## src/rtl/redmule_pkg.sv

```systemverilog
// Shared types for the RedMulE TCDM arbiter.
// Owner tag and outstanding-transaction record kept by the response FIFO.
package redmule_pkg;

    // Fixed-width fields so the record does not depend on arbiter parameters.
    localparam int unsigned BANK_SEL_W = 8;
    localparam int unsigned ID_MAX_W   = 32;

    typedef enum logic {
        OWNER_WIDE   = 1'b0,
        OWNER_NARROW = 1'b1
    } owner_e;

    typedef struct packed {
        owner_e                owner;
        logic [BANK_SEL_W-1:0] bank;
        logic [ID_MAX_W-1:0]   id;
    } arb_entry_t;

endpackage

```

## src/rtl/redmule_tcdm_arb_if.sv

```systemverilog
// Bus bundle for the TCDM arbiter: wide port, narrow port and MP banks.
// slave = arbiter view, master = requester/bank environment view.
interface redmule_tcdm_arb_if #(
    parameter int unsigned MP = 4,
    parameter int unsigned IW = 8
);
    logic                 w_req_i;
    logic                 w_gnt_o;
    logic [31:0]          w_add_i;
    logic                 w_wen_i;
    logic [MP*4-1:0]      w_be_i;
    logic [MP*32-1:0]     w_data_i;
    logic [IW-1:0]        w_id_i;
    logic                 w_r_valid_o;
    logic [MP*32-1:0]     w_r_data_o;
    logic [IW-1:0]        w_r_id_o;

    logic                 n_req_i;
    logic                 n_gnt_o;
    logic [31:0]          n_add_i;
    logic                 n_wen_i;
    logic [3:0]           n_be_i;
    logic [31:0]          n_data_i;
    logic                 n_r_valid_o;
    logic [31:0]          n_r_data_o;

    logic [MP-1:0]        b_req_o;
    logic [MP-1:0]        b_gnt_i;
    logic [MP-1:0][31:0]  b_add_o;
    logic [MP-1:0]        b_wen_o;
    logic [MP-1:0][3:0]   b_be_o;
    logic [MP-1:0][31:0]  b_data_o;
    logic [MP-1:0]        b_r_valid_i;
    logic [MP-1:0][31:0]  b_r_data_i;

    modport slave (
        input  w_req_i, w_add_i, w_wen_i, w_be_i, w_data_i, w_id_i,
        output w_gnt_o, w_r_valid_o, w_r_data_o, w_r_id_o,
        input  n_req_i, n_add_i, n_wen_i, n_be_i, n_data_i,
        output n_gnt_o, n_r_valid_o, n_r_data_o,
        output b_req_o, b_add_o, b_wen_o, b_be_o, b_data_o,
        input  b_gnt_i, b_r_valid_i, b_r_data_i
    );

    modport master (
        output w_req_i, w_add_i, w_wen_i, w_be_i, w_data_i, w_id_i,
        input  w_gnt_o, w_r_valid_o, w_r_data_o, w_r_id_o,
        output n_req_i, n_add_i, n_wen_i, n_be_i, n_data_i,
        input  n_gnt_o, n_r_valid_o, n_r_data_o,
        input  b_req_o, b_add_o, b_wen_o, b_be_o, b_data_o,
        output b_gnt_i, b_r_valid_i, b_r_data_i
    );

endinterface

```

## src/rtl/redmule_tcdm_arb_fifo.sv

```systemverilog
// Outstanding-transaction FIFO: one record per grant, popped per response.
// Ports: clk_i/rst_ni, push_i/data_i, pop_i/data_o (head), full_o, empty_o.
module redmule_tcdm_arb_fifo
    import redmule_pkg::*;
#(
    parameter int unsigned DEPTH = 4
) (
    input  logic       clk_i,
    input  logic       rst_ni,
    input  logic       push_i,
    input  arb_entry_t data_i,
    input  logic       pop_i,
    output arb_entry_t data_o,
    output logic       full_o,
    output logic       empty_o
);

    localparam int unsigned AW = $clog2(DEPTH);

    arb_entry_t        mem_q [DEPTH];
    logic [AW-1:0]     wr_ptr_q;
    logic [AW-1:0]     rd_ptr_q;
    logic [AW:0]       cnt_q;
    logic              do_push;
    logic              do_pop;

    assign empty_o = (cnt_q == '0);
    assign full_o  = (cnt_q == (AW+1)'(DEPTH));
    assign data_o  = mem_q[rd_ptr_q];

    assign do_pop  = pop_i && !empty_o;
    // A full FIFO still accepts a push when the head leaves this cycle.
    assign do_push = push_i && (!full_o || do_pop);

    always_ff @(posedge clk_i or negedge rst_ni) begin
        if (!rst_ni) begin
            wr_ptr_q <= '0;
            rd_ptr_q <= '0;
            cnt_q    <= '0;
        end else begin
            if (do_push) begin
                wr_ptr_q <= wr_ptr_q + 1'b1;
            end
            if (do_pop) begin
                rd_ptr_q <= rd_ptr_q + 1'b1;
            end
            unique case ({do_push, do_pop})
                2'b10:   cnt_q <= cnt_q + 1'b1;
                2'b01:   cnt_q <= cnt_q - 1'b1;
                default: cnt_q <= cnt_q;
            endcase
        end
    end

    always_ff @(posedge clk_i) begin
        if (do_push) begin
            mem_q[wr_ptr_q] <= data_i;
        end
    end

endmodule

```

## src/rtl/redmule_tcdm_arb.sv

```systemverilog
// TCDM arbiter sharing MP banks between a wide accelerator port and a core.
// Ports: clk_i, rst_ni, bus (slave view of redmule_tcdm_arb_if).
module redmule_tcdm_arb
    import redmule_pkg::*;
#(
    parameter int unsigned MP        = 4,
    parameter int unsigned IW        = 8,
    parameter int unsigned DEPTH     = 4,
    parameter int unsigned MAX_STALL = 8
) (
    input  logic                clk_i,
    input  logic                rst_ni,
    redmule_tcdm_arb_if.slave   bus
);

    localparam int unsigned SW = $clog2(MP);
    localparam int unsigned CW = $clog2(MAX_STALL + 1);

    logic [SW-1:0] n_sel;
    logic [SW-1:0] head_sel;
    logic [CW-1:0] stall_cnt_q;
    logic          narrow_prio;
    logic          arb_en;
    logic          own_w;
    logic          own_n;
    logic          push;
    logic          pop;
    logic          fifo_full;
    logic          fifo_empty;
    arb_entry_t    push_entry;
    arb_entry_t    head;

    assign n_sel       = bus.n_add_i[2 +: SW];
    assign narrow_prio = (stall_cnt_q == CW'(MAX_STALL));

    // No owner at all while in reset or when nothing can be recorded.
    assign arb_en = rst_ni && (!fifo_full || pop);

    always_comb begin
        own_w = 1'b0;
        own_n = 1'b0;
        if (arb_en) begin
            if (bus.n_req_i && narrow_prio) begin
                own_n = 1'b1;
            end else if (bus.w_req_i) begin
                own_w = 1'b1;
            end else if (bus.n_req_i) begin
                own_n = 1'b1;
            end
        end
    end

    for (genvar k = 0; k < MP; k++) begin : g_bank
        assign bus.b_req_o[k]  = own_w | (own_n & (n_sel == SW'(k)));
        assign bus.b_add_o[k]  = own_n ? bus.n_add_i
                                       : bus.w_add_i + (32'(k) << 2);
        assign bus.b_wen_o[k]  = own_n ? bus.n_wen_i : bus.w_wen_i;
        assign bus.b_be_o[k]   = own_n ? bus.n_be_i
                                       : bus.w_be_i[4*k +: 4];
        assign bus.b_data_o[k] = own_n ? bus.n_data_i
                                       : bus.w_data_i[32*k +: 32];
    end

    // Wide access is all-or-nothing across the banks.
    assign bus.w_gnt_o = own_w & (&bus.b_gnt_i);
    assign bus.n_gnt_o = own_n & bus.b_gnt_i[n_sel];
    assign push        = bus.w_gnt_o | bus.n_gnt_o;

    always_comb begin
        push_entry       = '0;
        push_entry.owner = own_n ? OWNER_NARROW : OWNER_WIDE;
        push_entry.bank  = BANK_SEL_W'(n_sel);
        push_entry.id    = own_n ? '0 : ID_MAX_W'(bus.w_id_i);
    end

    always_ff @(posedge clk_i or negedge rst_ni) begin
        if (!rst_ni) begin
            stall_cnt_q <= '0;
        end else if (!bus.n_req_i || bus.n_gnt_o) begin
            stall_cnt_q <= '0;
        end else if (!narrow_prio) begin
            stall_cnt_q <= stall_cnt_q + 1'b1;
        end
    end

    redmule_tcdm_arb_fifo #(
        .DEPTH (DEPTH)
    ) i_fifo (
        .clk_i   (clk_i),
        .rst_ni  (rst_ni),
        .push_i  (push),
        .data_i  (push_entry),
        .pop_i   (pop),
        .data_o  (head),
        .full_o  (fifo_full),
        .empty_o (fifo_empty)
    );

    assign head_sel = head.bank[SW-1:0];

    assign bus.w_r_valid_o = !fifo_empty && (head.owner == OWNER_WIDE)
                             && (&bus.b_r_valid_i);
    assign bus.w_r_data_o  = bus.b_r_data_i;
    assign bus.w_r_id_o    = head.id[IW-1:0];

    assign bus.n_r_valid_o = !fifo_empty && (head.owner == OWNER_NARROW)
                             && bus.b_r_valid_i[head_sel];
    assign bus.n_r_data_o  = bus.b_r_data_i[head_sel];

    assign pop = bus.w_r_valid_o | bus.n_r_valid_o;

`ifndef SYNTHESIS
    a_no_orphan_rsp : assert property (
        @(posedge clk_i) disable iff (!rst_ni)
        !(fifo_empty && |bus.b_r_valid_i)
    ) else $error("bank response with nothing outstanding");

    a_head_sane : assert property (
        @(posedge clk_i) disable iff (!rst_ni)
        !fifo_empty |-> ((head.bank < BANK_SEL_W'(MP))
                         && ((head.id >> IW) == '0))
    ) else $error("corrupt outstanding record");
`endif

endmodule

```

## src/flat_wrapper.sv

```systemverilog
// flat-port wrapper written by rule: the top's interface ports become plain ports
module redmule_tcdm_arb_flat import redmule_pkg::*;
#(
    parameter int unsigned MP        = 4,
    parameter int unsigned IW        = 8,
    parameter int unsigned DEPTH     = 4,
    parameter int unsigned MAX_STALL = 8
)
  (clk_i, rst_ni, bus_w_req_i, bus_w_add_i, bus_w_wen_i, bus_w_be_i, bus_w_data_i, bus_w_id_i, bus_w_gnt_o, bus_w_r_valid_o, bus_w_r_data_o, bus_w_r_id_o, bus_n_req_i, bus_n_add_i, bus_n_wen_i, bus_n_be_i, bus_n_data_i, bus_n_gnt_o, bus_n_r_valid_o, bus_n_r_data_o, bus_b_req_o, bus_b_add_o, bus_b_wen_o, bus_b_be_o, bus_b_data_o, bus_b_gnt_i, bus_b_r_valid_i, bus_b_r_data_i);
  redmule_tcdm_arb_if #(.MP(MP), .IW(IW)) bus_i ();
  input  logic clk_i;
  input  logic rst_ni;
  input wire logic [$bits(bus_i.w_req_i)-1:0] bus_w_req_i;
  input wire logic [$bits(bus_i.w_add_i)-1:0] bus_w_add_i;
  input wire logic [$bits(bus_i.w_wen_i)-1:0] bus_w_wen_i;
  input wire logic [$bits(bus_i.w_be_i)-1:0] bus_w_be_i;
  input wire logic [$bits(bus_i.w_data_i)-1:0] bus_w_data_i;
  input wire logic [$bits(bus_i.w_id_i)-1:0] bus_w_id_i;
  output wire logic [$bits(bus_i.w_gnt_o)-1:0] bus_w_gnt_o;
  output wire logic [$bits(bus_i.w_r_valid_o)-1:0] bus_w_r_valid_o;
  output wire logic [$bits(bus_i.w_r_data_o)-1:0] bus_w_r_data_o;
  output wire logic [$bits(bus_i.w_r_id_o)-1:0] bus_w_r_id_o;
  input wire logic [$bits(bus_i.n_req_i)-1:0] bus_n_req_i;
  input wire logic [$bits(bus_i.n_add_i)-1:0] bus_n_add_i;
  input wire logic [$bits(bus_i.n_wen_i)-1:0] bus_n_wen_i;
  input wire logic [$bits(bus_i.n_be_i)-1:0] bus_n_be_i;
  input wire logic [$bits(bus_i.n_data_i)-1:0] bus_n_data_i;
  output wire logic [$bits(bus_i.n_gnt_o)-1:0] bus_n_gnt_o;
  output wire logic [$bits(bus_i.n_r_valid_o)-1:0] bus_n_r_valid_o;
  output wire logic [$bits(bus_i.n_r_data_o)-1:0] bus_n_r_data_o;
  output wire logic [$bits(bus_i.b_req_o)-1:0] bus_b_req_o;
  output wire logic [$bits(bus_i.b_add_o)-1:0] bus_b_add_o;
  output wire logic [$bits(bus_i.b_wen_o)-1:0] bus_b_wen_o;
  output wire logic [$bits(bus_i.b_be_o)-1:0] bus_b_be_o;
  output wire logic [$bits(bus_i.b_data_o)-1:0] bus_b_data_o;
  input wire logic [$bits(bus_i.b_gnt_i)-1:0] bus_b_gnt_i;
  input wire logic [$bits(bus_i.b_r_valid_i)-1:0] bus_b_r_valid_i;
  input wire logic [$bits(bus_i.b_r_data_i)-1:0] bus_b_r_data_i;
  assign bus_i.w_req_i = bus_w_req_i;
  assign bus_i.w_add_i = bus_w_add_i;
  assign bus_i.w_wen_i = bus_w_wen_i;
  assign bus_i.w_be_i = bus_w_be_i;
  assign bus_i.w_data_i = bus_w_data_i;
  assign bus_i.w_id_i = bus_w_id_i;
  assign bus_w_gnt_o = bus_i.w_gnt_o;
  assign bus_w_r_valid_o = bus_i.w_r_valid_o;
  assign bus_w_r_data_o = bus_i.w_r_data_o;
  assign bus_w_r_id_o = bus_i.w_r_id_o;
  assign bus_i.n_req_i = bus_n_req_i;
  assign bus_i.n_add_i = bus_n_add_i;
  assign bus_i.n_wen_i = bus_n_wen_i;
  assign bus_i.n_be_i = bus_n_be_i;
  assign bus_i.n_data_i = bus_n_data_i;
  assign bus_n_gnt_o = bus_i.n_gnt_o;
  assign bus_n_r_valid_o = bus_i.n_r_valid_o;
  assign bus_n_r_data_o = bus_i.n_r_data_o;
  assign bus_b_req_o = bus_i.b_req_o;
  assign bus_b_add_o = bus_i.b_add_o;
  assign bus_b_wen_o = bus_i.b_wen_o;
  assign bus_b_be_o = bus_i.b_be_o;
  assign bus_b_data_o = bus_i.b_data_o;
  assign bus_i.b_gnt_i = bus_b_gnt_i;
  assign bus_i.b_r_valid_i = bus_b_r_valid_i;
  assign bus_i.b_r_data_i = bus_b_r_data_i;
  redmule_tcdm_arb #(.MP(MP), .IW(IW), .DEPTH(DEPTH), .MAX_STALL(MAX_STALL)) u_core (.clk_i(clk_i), .rst_ni(rst_ni), .bus(bus_i));
endmodule
```

## config.mk

```make
export PLATFORM = sky130hd
export DESIGN_NAME = redmule_tcdm_arb_flat
export DESIGN_NICKNAME = d
export VERILOG_FILES = /design/src/rtl/redmule_pkg.sv /design/src/rtl/redmule_tcdm_arb_if.sv /design/src/rtl/redmule_tcdm_arb_fifo.sv /design/src/rtl/redmule_tcdm_arb.sv /design/src/flat_wrapper.sv
export SDC_FILE = /design/constraint.sdc
export NUM_CORES = 1
export LEC_CHECK = 0
export BUFFER_PORTS_ARGS = -buffer_cell sky130_fd_sc_hd__buf_2
export CAP_MARGIN = 20
export CORE_AREA = 2 2 333 335
export DETAILED_ROUTE_END_ITERATION = 8
export DIE_AREA = 0 0 335 337
export GPL_TIMING_DRIVEN = 0
export PLACE_DENSITY_LB_ADDON = 0.05
export SLEW_MARGIN = 20
export SYNTH_ARGS = -nofsm -noshare
export SYNTH_HDL_FRONTEND = slang
export SYNTH_SLANG_ARGS = --single-unit
```

## constraint.sdc

```tcl
create_clock -name clk_i -period 5.22 [get_ports clk_i]
set_input_delay 0.261 -clock clk_i [delete_from_list [all_inputs] [get_ports clk_i]]
set_output_delay 0.261 -clock clk_i [all_outputs]
set_load 0.01 [all_outputs]
```

==> run metrics, run 1 <==
Setup Skew=roughly 0.0067 ns; register area share after synthesis=0.174; CP peak stage delay=0.59 ns; Placement Rows=between 100 and 150; final hold vios=0; period utilization=0.828; cell mode on critical path=buf_2; Sink Count=55; Netlist cell types=43; run status=finished, final reports clean; hpwl dp=~63000 um; CTS Buf Count=5; gr ovfl total=0; crit end category=output port; Core Util, Final=0.141; Starting Density=0.0839; share of power burned in the clock network=0.097; CP Class=reg2out; Reg clk slew, reported paths=about 0.07 ns; Req. time, crit path=4.96 ns; unrepaired setup endpoints after global routing=no; CTS root buf=clkbuf_16; drt initial violations=275; Logic pwr share=0.745; Register Area=1600 um2; critical path fanouts, max=10; Hold WS=approximately 0.29 ns; initial antenna violation count=35; pwr/cell area=approximately 230 nW/um2; Core ar.=~110000 um2; met2 Track Usage GR=0.233; switching power=approximately 1.6 mW; Post-layout nets=around 2100; fraction of layout cells with a size suffix above 1=0.651; CP arrival=between 4 and 5 ns; via count=10362; final setup vio count=0; Place WS=0.955 ns; Post-Syn Area per Cell=10.3 um2; Clk Latency, worst-skew pair=0.30 ns; CTS tree=done; ys async rst share=0.200; post-route ant nets=0; Die Area=roughly 110000 um2; Die Wd=335 um; Final WS setup=0.900 ns; Slew headroom=0.267; setup TNS=0 ns; met1 usage=0.121; highest clock rate=between 0.2 and 0.25 GHz; first-pass GRT wire length=approximately 90000 um; Via-to-Cell Ratio=~3.3; Worst Setup Start Kind=flip-flop; Reg power frac=0.158; HP Class=in2reg; Int Power=1.91 mW; worst-margin pin slew=1.10 ns; Resized cells post-CTS=0; number of iterations in the first detailed-routing pass=6; number of remaining DRC errors=0; # H-tree levels=2; Static Leak=between 7 and 8 nW; min cycle time layout=approximately 4.3 ns; GRT Total Usage=0.117; filler cell count=~13000; largest net degree at the start of global routing=18; synth warn=0; Die Span Y=approximately 340 um; I/O Buffers=~830; met3 global-route usage=0.0373; EDFF count, synth=44; Multi-input gate area=about 6100 um2; I/O pins=between 800 and 900; vias in the first global route=about 11000; Top Usage Layer GRT=met2; Max VDD drop=0.127 mV; flops & latches, synth=between 50 and 60; Synth Cell Area=9190 um2; CP cell instances=buf_2 -> mux4_2 -> buf_2 -> mux2i_1 -> mux2_4 -> a2bb2oi_4 -> buf_4 -> buf_6 -> mux2i_1 -> buf_4 -> buf_2; sw frac=0.460; top_reg_cell synth=edfxtp_1; slowest CP cell=mux2i_1; synth-to-layout area growth=67.6%; detailed-route wire length=approximately 70000 um; Mapped Cells=891; Max Buffers Root-to-Sink=2; syn_nets=1297; GP Congestion=0.807; Routed wire per std cell=between 20 and 25 um; max-slew violation count=0; MaxCap Viol Count=0
## state kept, by name, summed over array words and instances, names as in the netlist
signal and flops:
u_core.i_fifo.cnt_q 3, u_core.stall_cnt_q 4, u_core.i_fifo.mem_q 44, u_core.i_fifo.rd_ptr_q 2, u_core.i_fifo.wr_ptr_q 2
## final cells by class
cell class / instances / share of cell area
multi-input cells: 608 / 0.394
repair buffers: 834 / 0.271
well taps: 1426 / 0.116
flip-flops and latches: 55 / 0.104
plain buffers: 209 / 0.0974
clock buffers: 5 / 0.00812
inverters: 19 / 0.00463
diodes: 21 / 0.00341
clock inverters: 2 / 0.00114
## per-layer routing
layer | vias up | routed length, um
li1 | 4808 | -
met3 | 52 | 5960
met1 | 4988 | 25100
met4 | 10 | 950
met2 | 504 | 39000
met5 | - | 69
## power by group through the flow
stage / clock network, mW / registers [mW] / logic [mW]
global placement: 0 / 0.572 / 2.76
global route: 0.372 / 0.565 / 2.87
finish: 0.341 / 0.559 / 2.63
CTS: 0.362 / 0.560 / 2.74
detailed placement: 0 / 0.570 / 2.72
floorplan: 0 / 0.560 / 1.52
## Yosys cell counts (2+ instances only)
cell	instances	area share
and4_1	7	0.0067
xnor2_1	58	0.055
dfrtp_1	11	0.030
edfxtp_1	44	0.14
nor3_1	10	0.0054
nor4_1	10	0.0068
mux2i_1	17	0.019
o21ai_0	4	0.0022
buf_1	6	0.0024
clkbuf_1	29	0.012
a21o_1	3	0.0024
nor2_1	19	0.0078
nand2_1	41	0.017
mux4_2	44	0.11
o32ai_1	4	0.0038
mux2_1	195	0.24
a21oi_1	8	0.0044
and3_1	8	0.0054
nand4_1	16	0.011
xor2_1	32	0.030
or3_1	2	0.0014
buf_6	22	0.027
nand3_1	29	0.016
mux2_2	59	0.072
and2_1	17	0.012
buf_4	140	0.11
nor3b_1	2	0.0016
ha_1	11	0.015
inv_1	19	0.0078
buf_2	11	0.0060
## what timing repair did
item                                   4_1_cts  5_1_grt
hold buffers                                 1        0
setup buffers                                0        0
endpoints found under the hold margin       11        0
## worst paths after layout
kind	cells past startpoint	endpoint	startpoint	slack, ns
setup / recovery	11	bus_b_add_o[66]	u_core.i_fifo.rd_ptr_q[0]$_DFFE_PN0P_	0.90
hold / removal	1	u_core.i_fifo.mem_q[1][8]$_DFFE_PP_	bus_n_add_i[2]	0.29
setup reg to reg	12	u_core.i_fifo.cnt_q[2]$_DFFE_PN0P_	u_core.i_fifo.rd_ptr_q[0]$_DFFE_PN0P_	1.83
hold reg to reg	1	u_core.i_fifo.cnt_q[2]$_DFFE_PN0P_	u_core.i_fifo.cnt_q[2]$_DFFE_PN0P_	0.49
max in group asynchronous	2	u_core.i_fifo.cnt_q[1]$_DFFE_PN0P_	rst_ni	4.49
min in group asynchronous	2	u_core.stall_cnt_q[0]$_DFFE_PN0P_	rst_ni	0.46
## critical path, delay by kind of cell, from the launching register on
kind                   cells  cell delay, ns
AOI/OAI and AO/OA          1            0.48
DFF                        1            0.32
muxes                      4            1.55
buffers and inverters      6            1.38
## cell usage in the layout, fill, tap and decap left out, drive strengths merged, types with 17 or more instances in the layout
master and n:
diode 21, nand3 29, mux4 44, mux2i 17, clkbuf 34, inv 20, buf 1013, nand2 41
edfxtp 44, xnor2 58, xor2 32, and2 18, nor2 19, mux2 255
## logic make-up after synthesis
kind of cell               count (synthesis)  synth area share
and+or+nand+nor                          165            0.0932
AOI/OAI and AO/OA                         25            0.0201
DFF                                       55             0.174
buffers and inverters                    228             0.171
xor gates and xnor gates                  90            0.0857
adders and majority gates                 12            0.0171
muxes                                    316             0.439
## through the flow
| step | instances | total power [mW] | instance area [um2] |
|---|---|---|---|
| final | 3179 | 3.53 | 15400 |
| after global routing | 3159 | 3.81 | 15400 |
| after CTS | 3158 | 3.66 | 15400 |
| after detailed placement | 3150 | 3.29 | 15200 |
| after global placement | 3143 | 3.33 | 15100 |
| after floorplan | 891 | 2.08 | 9190 |
No activity file was read; power rests on OpenSTA's default activity.
==> inputs of run 2 (changes only) <==
==> constraint.sdc (replaced) <==
create_clock -name clk_i -period 4.5 [get_ports clk_i]
set_input_delay 0.225 -clock clk_i [delete_from_list [all_inputs] [get_ports clk_i]]
set_output_delay 0.225 -clock clk_i [all_outputs]
set_load 0.01 [all_outputs]
==> run metrics, run 2 (synthesized netlist as in run 1, its figures left out) <==
final hold vios=0 (unchanged); Worst Setup SP=u_core.i_fifo.rd_ptr_q[0]$_DFFE_PN0P_; Sink Count=55 (unchanged); worst-margin pin slew=1.12 ns (+0.0229 ns); HP Class=in2reg; CP peak stage delay=0.51 ns (-0.08 ns); Hold Crit Depth=1 (unchanged); fraction of layout cells with a size suffix above 1=0.652 (+0.00115); Top reg by flops=u_core.i_fifo.mem_q; CTS Buf Count=5 (unchanged); hpwl dp=62900 um (unchanged); Clk Latency, worst-skew pair=0.30 ns (about the same); CP arrival=3.89 ns (-0.17 ns); largest net degree at the start of global routing=18 (unchanged); Setup Skew=0.00666 ns (unchanged); Die Wd=335 um (unchanged); postcts setup bufs=0 (unchanged); period utilization=0.915; CTS root buf=clkbuf_16; number of remaining DRC errors=0 (unchanged); min cycle time layout=about 4 ns; reg2reg path depth=12 (unchanged); Core ar.=110000 um2 (unchanged); run status=finished, final reports clean; unrepaired setup endpoints after global routing=no; hold path start=bus_n_add_i[2]; final setup vio count=0 (unchanged); GRT Total Usage=0.117 (about the same); crit end category=output port; worst flop-to-flop path startpoint=u_core.i_fifo.rd_ptr_q[0]$_DFFE_PN0P_; # H-tree levels=2 (unchanged); Worst Setup Start Kind=flip-flop; Via-to-Cell Ratio=3.26 (about the same); R2R setup slack=1.11 ns (-0.72 ns); Starting Density=0.0839 (unchanged); Routed wire per std cell=22.4 um (about the same); gr ovfl total=0 (unchanged); Die Area=113000 um2 (unchanged); Static Leak=7.03 nW (-0.13%); Post-layout nets=2138 (unchanged); slowest CP cell=mux4_2; first-pass GRT wire length=92100 um (about the same); I/O pins=846 (unchanged); total power=4.10 mW (+16%); filler cell count=12704 (unchanged); vias in the first global route=10996 (unchanged); setup TNS=0 ns (unchanged); max reg flops=44 (unchanged); synth-to-layout area growth=67.6% (about the same); initial antenna violation count=35 (unchanged); CTS tree=done; most common cell after layout, fill and taps aside=buf_2; number of iterations in the first detailed-routing pass=4 (-2); CP cell instances=buf_2 -> mux4_2 -> buf_2 -> mux2i_1 -> mux2_4 -> a2bb2oi_4 -> buf_4 -> buf_6 -> mux2i_2 -> buf_4 -> buf_2; max-slew violation count=0 (unchanged); cell mode on critical path=buf_2; drt initial violations=275 (unchanged); Placement Rows=122 (unchanged); most frequent cells in the layout=buf_2 (843), mux2_1 (195), buf_4 (141); post-route ant nets=0 (unchanged); r2r endpoint=u_core.i_fifo.cnt_q[2]$_DFFE_PN0P_; highest clock rate=about 0.24 GHz; top flop regs=u_core.i_fifo.mem_q x44, u_core.stall_cnt_q x4, u_core.i_fifo.cnt_q x3; detailed-route wire length=71100 um (about the same); CP Class=reg2out; Reg clk slew, reported paths=0.07 ns (about the same); Max VDD drop=0.147 mV (+16%); pwr/cell area=266 nW/um2 (+16%); critical path fanouts, max=10 (unchanged); Req. time, crit path=4.28 ns (-0.68 ns); I/O Buffers=826 (unchanged); Max Buffers Root-to-Sink=2 (unchanged); Slew headroom=0.251 (-0.0153); via count=10367 (+0.048%); MaxCap Viol Count=0 (unchanged); GP Congestion=0.807 (unchanged); Die Span Y=337 um (unchanged); Hold Path End=u_core.i_fifo.mem_q[1][8]$_DFFE_PP_
[run 2: worst max-delay path by stage]
stage	to	slack, ns	cells after the start
2_1_floorplan	bus_b_add_o[32]	1.67	10
6_report	bus_b_add_o[66]	0.38	11
4_1_cts	bus_b_add_o[98]	0.11	11
3_5_place_dp	bus_b_add_o[98]	0.27	11
5_1_grt	bus_b_add_o[98]	0.03	11
3_3_place_gp	bus_b_add_o[57]	0.18	8
[run 2: layout make-up]
class                      count  area (um2)  share of cell area
sequential                    55        1600               0.104
clock buffer                   5         125             0.00812
multi-input combinational    608        6080               0.395
tap                         1426        1780               0.116
timing repair buffer         834        4180               0.271
clock inverter                 2        17.5             0.00114
inverter                      19        71.3             0.00463
antenna                       21        52.6             0.00341
buffer                       209        1500              0.0973
[run 2: power breakdown]
part | switching (mW) | internal (mW)
Sequential | 0.0325 | 0.616
Clock | 0.189 | 0.207
Combinational | 1.66 | 1.39
Total | 1.88 | 2.21
[run 2: critical path, delay by kind of cell (launching register included)]
family / cells / cell delay (ns)
AOI/OAI and AO/OA: 1 / 0.48
buffers and inverters: 6 / 1.34
muxes: 4 / 1.41
DFF: 1 / 0.32
[run 2: metal layers]
layer / share of wire / track usage / vias up / routed length [um]
met5: 0.00097 / 0 / - / 69
met4: 0.013 / 0.0128 / 10 / 950
met3: 0.085 / 0.0373 / 52 / 6010
met2: 0.55 / 0.233 / 510 / 39000
met1: 0.35 / 0.120 / 4987 / 25000
li1: - / - / 4808 / -
[run 2: what timing repair did]
action	4_1_cts	5_1_grt
hold buffers	1	0
gates resized for setup	2	0
hold endpoints to repair	11	0
setup endpoints to repair	2	0
[run 2: metrics by stage]
stage	cell area, um2	setup slack [ns]	utilization	hold WS, ns	std cells
floorplan	9190	1.67	-	-0.0706	891
global placement	15100	0.177	0.138	0.180	3143
detailed placement	15200	0.271	0.139	0.170	3150
CTS	15400	0.110	0.140	0.268	3158
global route	15400	0.0290	0.140	0.285	3159
finish	15400	0.384	0.141	0.254	3179
